--- config.mk ---
export PLATFORM = sky130hd
export DESIGN_NAME = aes_ctr_counter_gen
export DESIGN_NICKNAME = d
export VERILOG_FILES = /design/src/rtl/aes_ctr_pkg.sv /design/src/rtl/aes_ctr_lane_add.sv /design/src/rtl/aes_ctr_counter_gen.sv
export SDC_FILE = /design/constraint.sdc
export NUM_CORES = 1
export LEC_CHECK = 0
export CAP_MARGIN = 0
export CORE_ASPECT_RATIO = 0.6
export CORE_MARGIN = 2
export CORE_UTILIZATION = 50
export CTS_BUF_LIST = sky130_fd_sc_hd__clkbuf_4 sky130_fd_sc_hd__clkbuf_8
export CTS_CLUSTER_DIAMETER = 80
export DETAILED_ROUTE_END_ITERATION = 6
export PLACE_DENSITY = 0.84
export SLEW_MARGIN = 5
export SYNTH_ARGS = -nofsm -noshare
export SYNTH_HDL_FRONTEND = slang
export SYNTH_SLANG_ARGS = --single-unit
export TNS_END_PERCENT = 100
--- constraint.sdc ---
create_clock -name clk -period 6.29 [get_ports clk]
set_input_delay 1.258 -clock clk [delete_from_list [all_inputs] [get_ports clk]]
set_output_delay 1.258 -clock clk [all_outputs]
set_load 0.02 [all_outputs]
--- src/rtl/aes_ctr_pkg.sv ---
// Shared types for the AES-CTR counter-block generator.
// Block width, block type and FSM state encoding.
package aes_ctr_pkg;

  localparam int AES_BLOCK_W = 128;

  typedef logic [AES_BLOCK_W-1:0] aes_block_t;

  typedef enum logic [1:0] {
    IDLE,
    RUN,
    DONE
  } ctr_state_e;

endpackage

--- src/rtl/aes_ctr_lane_add.sv ---
// One lane of the counter fan-out: base plus a fixed lane offset.
// wrap_o marks a lane that lands on zero; the top masks a message's first block.
module aes_ctr_lane_add #(
  parameter int CTR_W = 128,
  parameter int OFF   = 0
) (
  input  logic [CTR_W-1:0] base_i,
  output logic [CTR_W-1:0] sum_o,
  output logic             wrap_o
);

  assign sum_o  = base_i + CTR_W'(OFF);
  assign wrap_o = (sum_o == '0);

endmodule

--- src/rtl/aes_ctr_counter_gen.sv ---
// AES-CTR counter-block stream: LANES blocks per beat, registered AXI-stream out.
// Tracks block count for tkeep/tlast and a sticky low-field wrap flag.
module aes_ctr_counter_gen
  import aes_ctr_pkg::*;
#(
  parameter int LANES = 1,
  parameter int CTR_W = 128,
  parameter int LEN_W = 32
) (
  input  logic                         clk,
  input  logic                         rst,
  input  logic                         start,
  input  logic                         abort,
  input  aes_block_t                   input_iv,
  input  logic [LEN_W-1:0]             num_blocks,
  output logic                         busy,
  output logic                         done,
  output logic                         ctr_wrapped,
  input  logic                         m_axis_tready,
  output logic                         m_axis_tvalid,
  output logic                         m_axis_tlast,
  output logic [LANES-1:0]             m_axis_tkeep,
  output logic [AES_BLOCK_W*LANES-1:0] m_axis_tdata
);

  ctr_state_e state_q, state_d;
  aes_block_t iv_q, iv_d;
  logic [CTR_W-1:0] base_q, base_d;
  logic [LEN_W-1:0] rem_q, rem_d;
  logic wrapped_q, wrapped_d;
  logic valid_q, valid_d;
  logic last_q, last_d;
  logic [LANES-1:0] keep_q, keep_d;
  logic [LANES-1:0] wrap_q, wrap_d;
  logic [AES_BLOCK_W*LANES-1:0] data_q, data_d;

  logic [CTR_W-1:0] sum_w [LANES];
  logic [LANES-1:0] zero_w;
  logic             hs;
  aes_block_t       lane;

  // Lanes are computed from next-state base so the output stage is a register
  for (genvar g = 0; g < LANES; g++) begin : g_lane
    aes_ctr_lane_add #(
      .CTR_W (CTR_W),
      .OFF   (g)
    ) u_add (
      .base_i (base_d),
      .sum_o  (sum_w[g]),
      .wrap_o (zero_w[g])
    );
  end

  assign hs = valid_q & m_axis_tready;

  always_comb begin
    state_d   = state_q;
    iv_d      = iv_q;
    base_d    = base_q;
    rem_d     = rem_q;
    wrapped_d = wrapped_q;
    case (state_q)
      IDLE: begin
        if (start && !abort) begin
          iv_d      = input_iv;
          base_d    = input_iv[CTR_W-1:0];
          rem_d     = num_blocks;
          wrapped_d = 1'b0;
          state_d   = (num_blocks == '0) ? DONE : RUN;
        end
      end
      RUN: begin
        if (abort) begin
          state_d = IDLE;
        end else if (hs) begin
          base_d = base_q + CTR_W'(LANES);
          rem_d  = (rem_q <= LEN_W'(LANES)) ? '0
                 : rem_q - LEN_W'(LANES);
          if (|(wrap_q & keep_q)) wrapped_d = 1'b1;
          if (last_q) state_d = DONE;
        end
      end
      DONE:    state_d = IDLE;
      default: state_d = IDLE;
    endcase

    valid_d = (state_d == RUN);
    last_d  = valid_d && (rem_d <= LEN_W'(LANES));
    data_d  = '0;
    keep_d  = '0;
    wrap_d  = '0;
    lane    = '0;
    for (int i = 0; i < LANES; i++) begin
      lane = iv_d;
      lane[CTR_W-1:0] = sum_w[i];
      if (valid_d) data_d[i*AES_BLOCK_W +: AES_BLOCK_W] = lane;
      keep_d[i] = valid_d && (rem_d > LEN_W'(i));
      // The very first block of a message has no predecessor to wrap from
      wrap_d[i] = valid_d && zero_w[i]
                && !(i == 0 && state_q == IDLE);
    end
  end

  always_ff @(posedge clk) begin
    if (rst) begin
      state_q   <= IDLE;
      iv_q      <= '0;
      base_q    <= '0;
      rem_q     <= '0;
      wrapped_q <= 1'b0;
      valid_q   <= 1'b0;
      last_q    <= 1'b0;
      keep_q    <= '0;
      wrap_q    <= '0;
      data_q    <= '0;
    end else begin
      state_q   <= state_d;
      iv_q      <= iv_d;
      base_q    <= base_d;
      rem_q     <= rem_d;
      wrapped_q <= wrapped_d;
      valid_q   <= valid_d;
      last_q    <= last_d;
      keep_q    <= keep_d;
      wrap_q    <= wrap_d;
      data_q    <= data_d;
    end
  end

  assign busy          = (state_q != IDLE);
  assign done          = (state_q == DONE);
  assign ctr_wrapped   = wrapped_q;
  assign m_axis_tvalid = valid_q;
  assign m_axis_tlast  = last_q;
  assign m_axis_tkeep  = keep_q;
  assign m_axis_tdata  = data_q;

endmodule

==> flow_summary.yaml <==
routing:
  drt_iter0_drc: 4263
  wire_per_inst_um: 31.32
  route.detailed.drc: 50
  wl_mm: 89.93
  postRouteAntennaNets: 0
  dr.pass1.iters: 7
  vias_per_cell: 7.226
  dr_total_vias: 20746
die:
  initial_core_util_pct: 50.75
  die_area_um2: 34350
  row_count: 51
  die_h_um: 144.4
  dieWidth_um: 237.9
  core_area_um2: 32350
  ioPinCount: 299
layout:
  syn2layout_area_growth_pct: 27.04
  multi_input_area_um2: 9757
  final_cell_count_no_fill: 2871
  nNetsFinal: 2583
  drive_gt1_share_pct: 9.493
  final_core_util_pct: 64.48
  regArea_um2: 5911
  fillers: 2689
  stdcell_area_um2: 20860
sta:
  hold_ws_ns: 0.5599
  relSlewSlack_pct: 3.655
  setup_slack_ns: 0.6239
  rsz0062_at_grt: "no"
  finalSetupTns_ns: 0
  finalHoldViolCount: 0
  clock_skew_ns: 0.02875
  worst_slew_pin_slew_ns: 1.432
  setup_violations: 0
  timing.final.crit_period_ns: 5.666
  maxSlewViolCount: 0
  fmax_mhz: 176.5
  finalCritPeriodShare_pct: 90.08
synth:
  seq_area_frac_synth_pct: 35.97
  syn_avg_cell_area_um2: 7.581
  synth_top_flop_cell: "dfxtp_1"
  async_flop_share_pct: 0
  syn_nets: 2334
  ys_warn_count: 0
  synth_edf_count: 0
  syn-cell-area_um2: 16420
  ys_types: 82
  ys_ff_latch: 295
  synth_cells: 2166
place:
  dpl-instance-area_um2: 19880
  place_inst: 2792
  hpwl_mm: 66.84
  pre_cts_ws_ns: 0.3273
  gp_congestion: 1.178
  portBuffers: 298
setup_path:
  worstPathRequired_ns: 6.81
  critPathArrivalTime_ns: 6.18
  setup.worst_path.class: "register to register"
  crit_path_start_kind: "register"
  crit_fanout: 12
  cp-end-kind: "register"
power:
  vdd_drop_max_v: 0.0001951
  p_leak_nw: 7.184
  total_power_mw: 4.830
  pwr_density_cell_nw_per_um2: 231.5
clock_tree:
  cts.sinks: 295
  cts_buffers: 45
  postCtsSetupRepairBufs: 0
  tritoncts: "yes"
  clkLatencyLatePin_ns: 0.62
  postCtsHoldBufs: 0
  post_cts_resized: 0
  clk_pin_slew_ns: 0.07
  cts-htree-levels: 2
  clk_path_buf_depth: 3
  root_buffer: "clkbuf_8"
run_status:
  status: "finished with violations"
  failed_checks: "design-rule violations"
grt:
  grt_pass1_vias: 18686
  grt-ovfl-total: 0
  grt_max_degree: 91
  antenna_found_initial: 4
  grt_pass1_wl_mm: 126.8
  grtUsageTotal_pct: 50.64
run:
  drv_cap: 0
min_path:
  hold_path_class: "register to register"
-- where the power goes --
| part | switching (mW) | internal [mW] | leakage [nW] | total, mW |
|---|---|---|---|---|
| clock network | 0.859 | 0.967 | 0.509 | 1.83 |
| logic | 0.532 | 0.352 | 4.27 | 0.884 |
| registers | 0.163 | 1.96 | 2.41 | 2.12 |
-- final timing paths --
check,start,to,slack [ns],cells after the start
min reg2reg,rem_q[9]$_SDFF_PP0_,rem_q[9]$_SDFF_PP0_,0.56,2
min,rem_q[9]$_SDFF_PP0_,rem_q[9]$_SDFF_PP0_,0.56,2
max reg2reg,base_q[72]$_SDFF_PP0_,wrap_q$_SDFF_PP0_,0.62,10
max,base_q[72]$_SDFF_PP0_,wrap_q$_SDFF_PP0_,0.62,10
-- synth_stat cells (22+ instances only) --
cell type	n	share of area, %
a22oi_1	30	1.4
a21oi_1	83	2.5
and4_1	22	1.2
o22a_1	25	1.3
or4_1	38	1.7
buf_2	26	0.79
a221oi_1	24	1.3
nand2_1	185	4.2
inv_1	36	0.82
nor3_1	81	2.5
nor2_1	401	9.2
nor4_1	79	3.0
dfxtp_1	295	36
nand3_1	99	3.0
clkbuf_1	124	2.8
and3_1	38	1.4
o21ai_0	50	1.5
or3_1	33	1.3
nand4_1	105	4.0
mux2i_1	22	1.3
o22ai_1	32	1.2
-- flip-flops by register name, summed over array words and instances (netlist names) --
signal         cells
base_q           128
ctr_wrapped        1
m_axis_tdata     128
m_axis_tkeep       1
m_axis_tlast       1
m_axis_tvalid      1
rem_q             32
state_q            2
wrap_q             1
-- worst max-delay path, cell delays in order, from the launching register on --
cell	delay, ns
dfxtp_1	0.66
nand4_1	0.27
nor4_1	1.06
nand2b_1	0.71
or3_1	0.60
o211a_1	0.26
nor3_2	0.41
nand4_1	0.14
or4_1	0.50
or4_1	0.67
nor4_2	0.29
-- final cells by class --
| type | instances | share of cell area [%] |
|---|---|---|
| clock buffer | 63 | 3.947 |
| multi-input combinational | 1663 | 46.77 |
| antenna | 3 | 0.03599 |
| inverter | 36 | 0.6478 |
| clock inverter | 13 | 0.6958 |
| tap | 424 | 2.543 |
| timing repair buffer | 374 | 17.02 |
| sequential | 295 | 28.33 |
-- cells by family (layout without fill, tap and decap cells) --
family	count (synthesis)	after routing	share of synthesized area, %
adders and majority gates	3	3	0.2286
buffers and inverters	208	486	4.999
xor gates and xnor gates	10	10	0.5335
muxes	38	38	2.438
other	0	3	0
AOI/OAI and AO/OA	432	432	18.76
and+or+nand+nor	1180	1180	37.07
DFF	295	295	35.97
-- cells in the final DEF (no fill, tap or decap), drive strengths merged, types with 20 or more instances in the layout --
master         netlist  layout
a21oi               83      83
a221oi              26      26
a22o                20      20
a22oi               30      30
and3                38      38
and4                22      22
buf                 45      77
clkbuf             127      63
clkdlybuf4s50        0     297
dfxtp              295     295
inv                 36      36
mux2i               22      22
nand2              185     185
nand3              103     103
nand4              111     111
nor2               401     401
nor3                85      85
nor4                92      92
o21ai               60      60
o221ai              21      21
o22a                25      25
o22ai               32      32
or3                 33      33
or4                 38      38
-- metal layers --
layer  vias to the layer above  track usage, %  share of wire, %
li1                       8598               -                 -
met1                      9669           70.17                40
met2                      2126           63.27                35
met3                       351           29.45                21
met4                         2           15.82               3.9
met5                         -           6.061              0.14
Note: power is estimated with default switching activity, not from simulation.
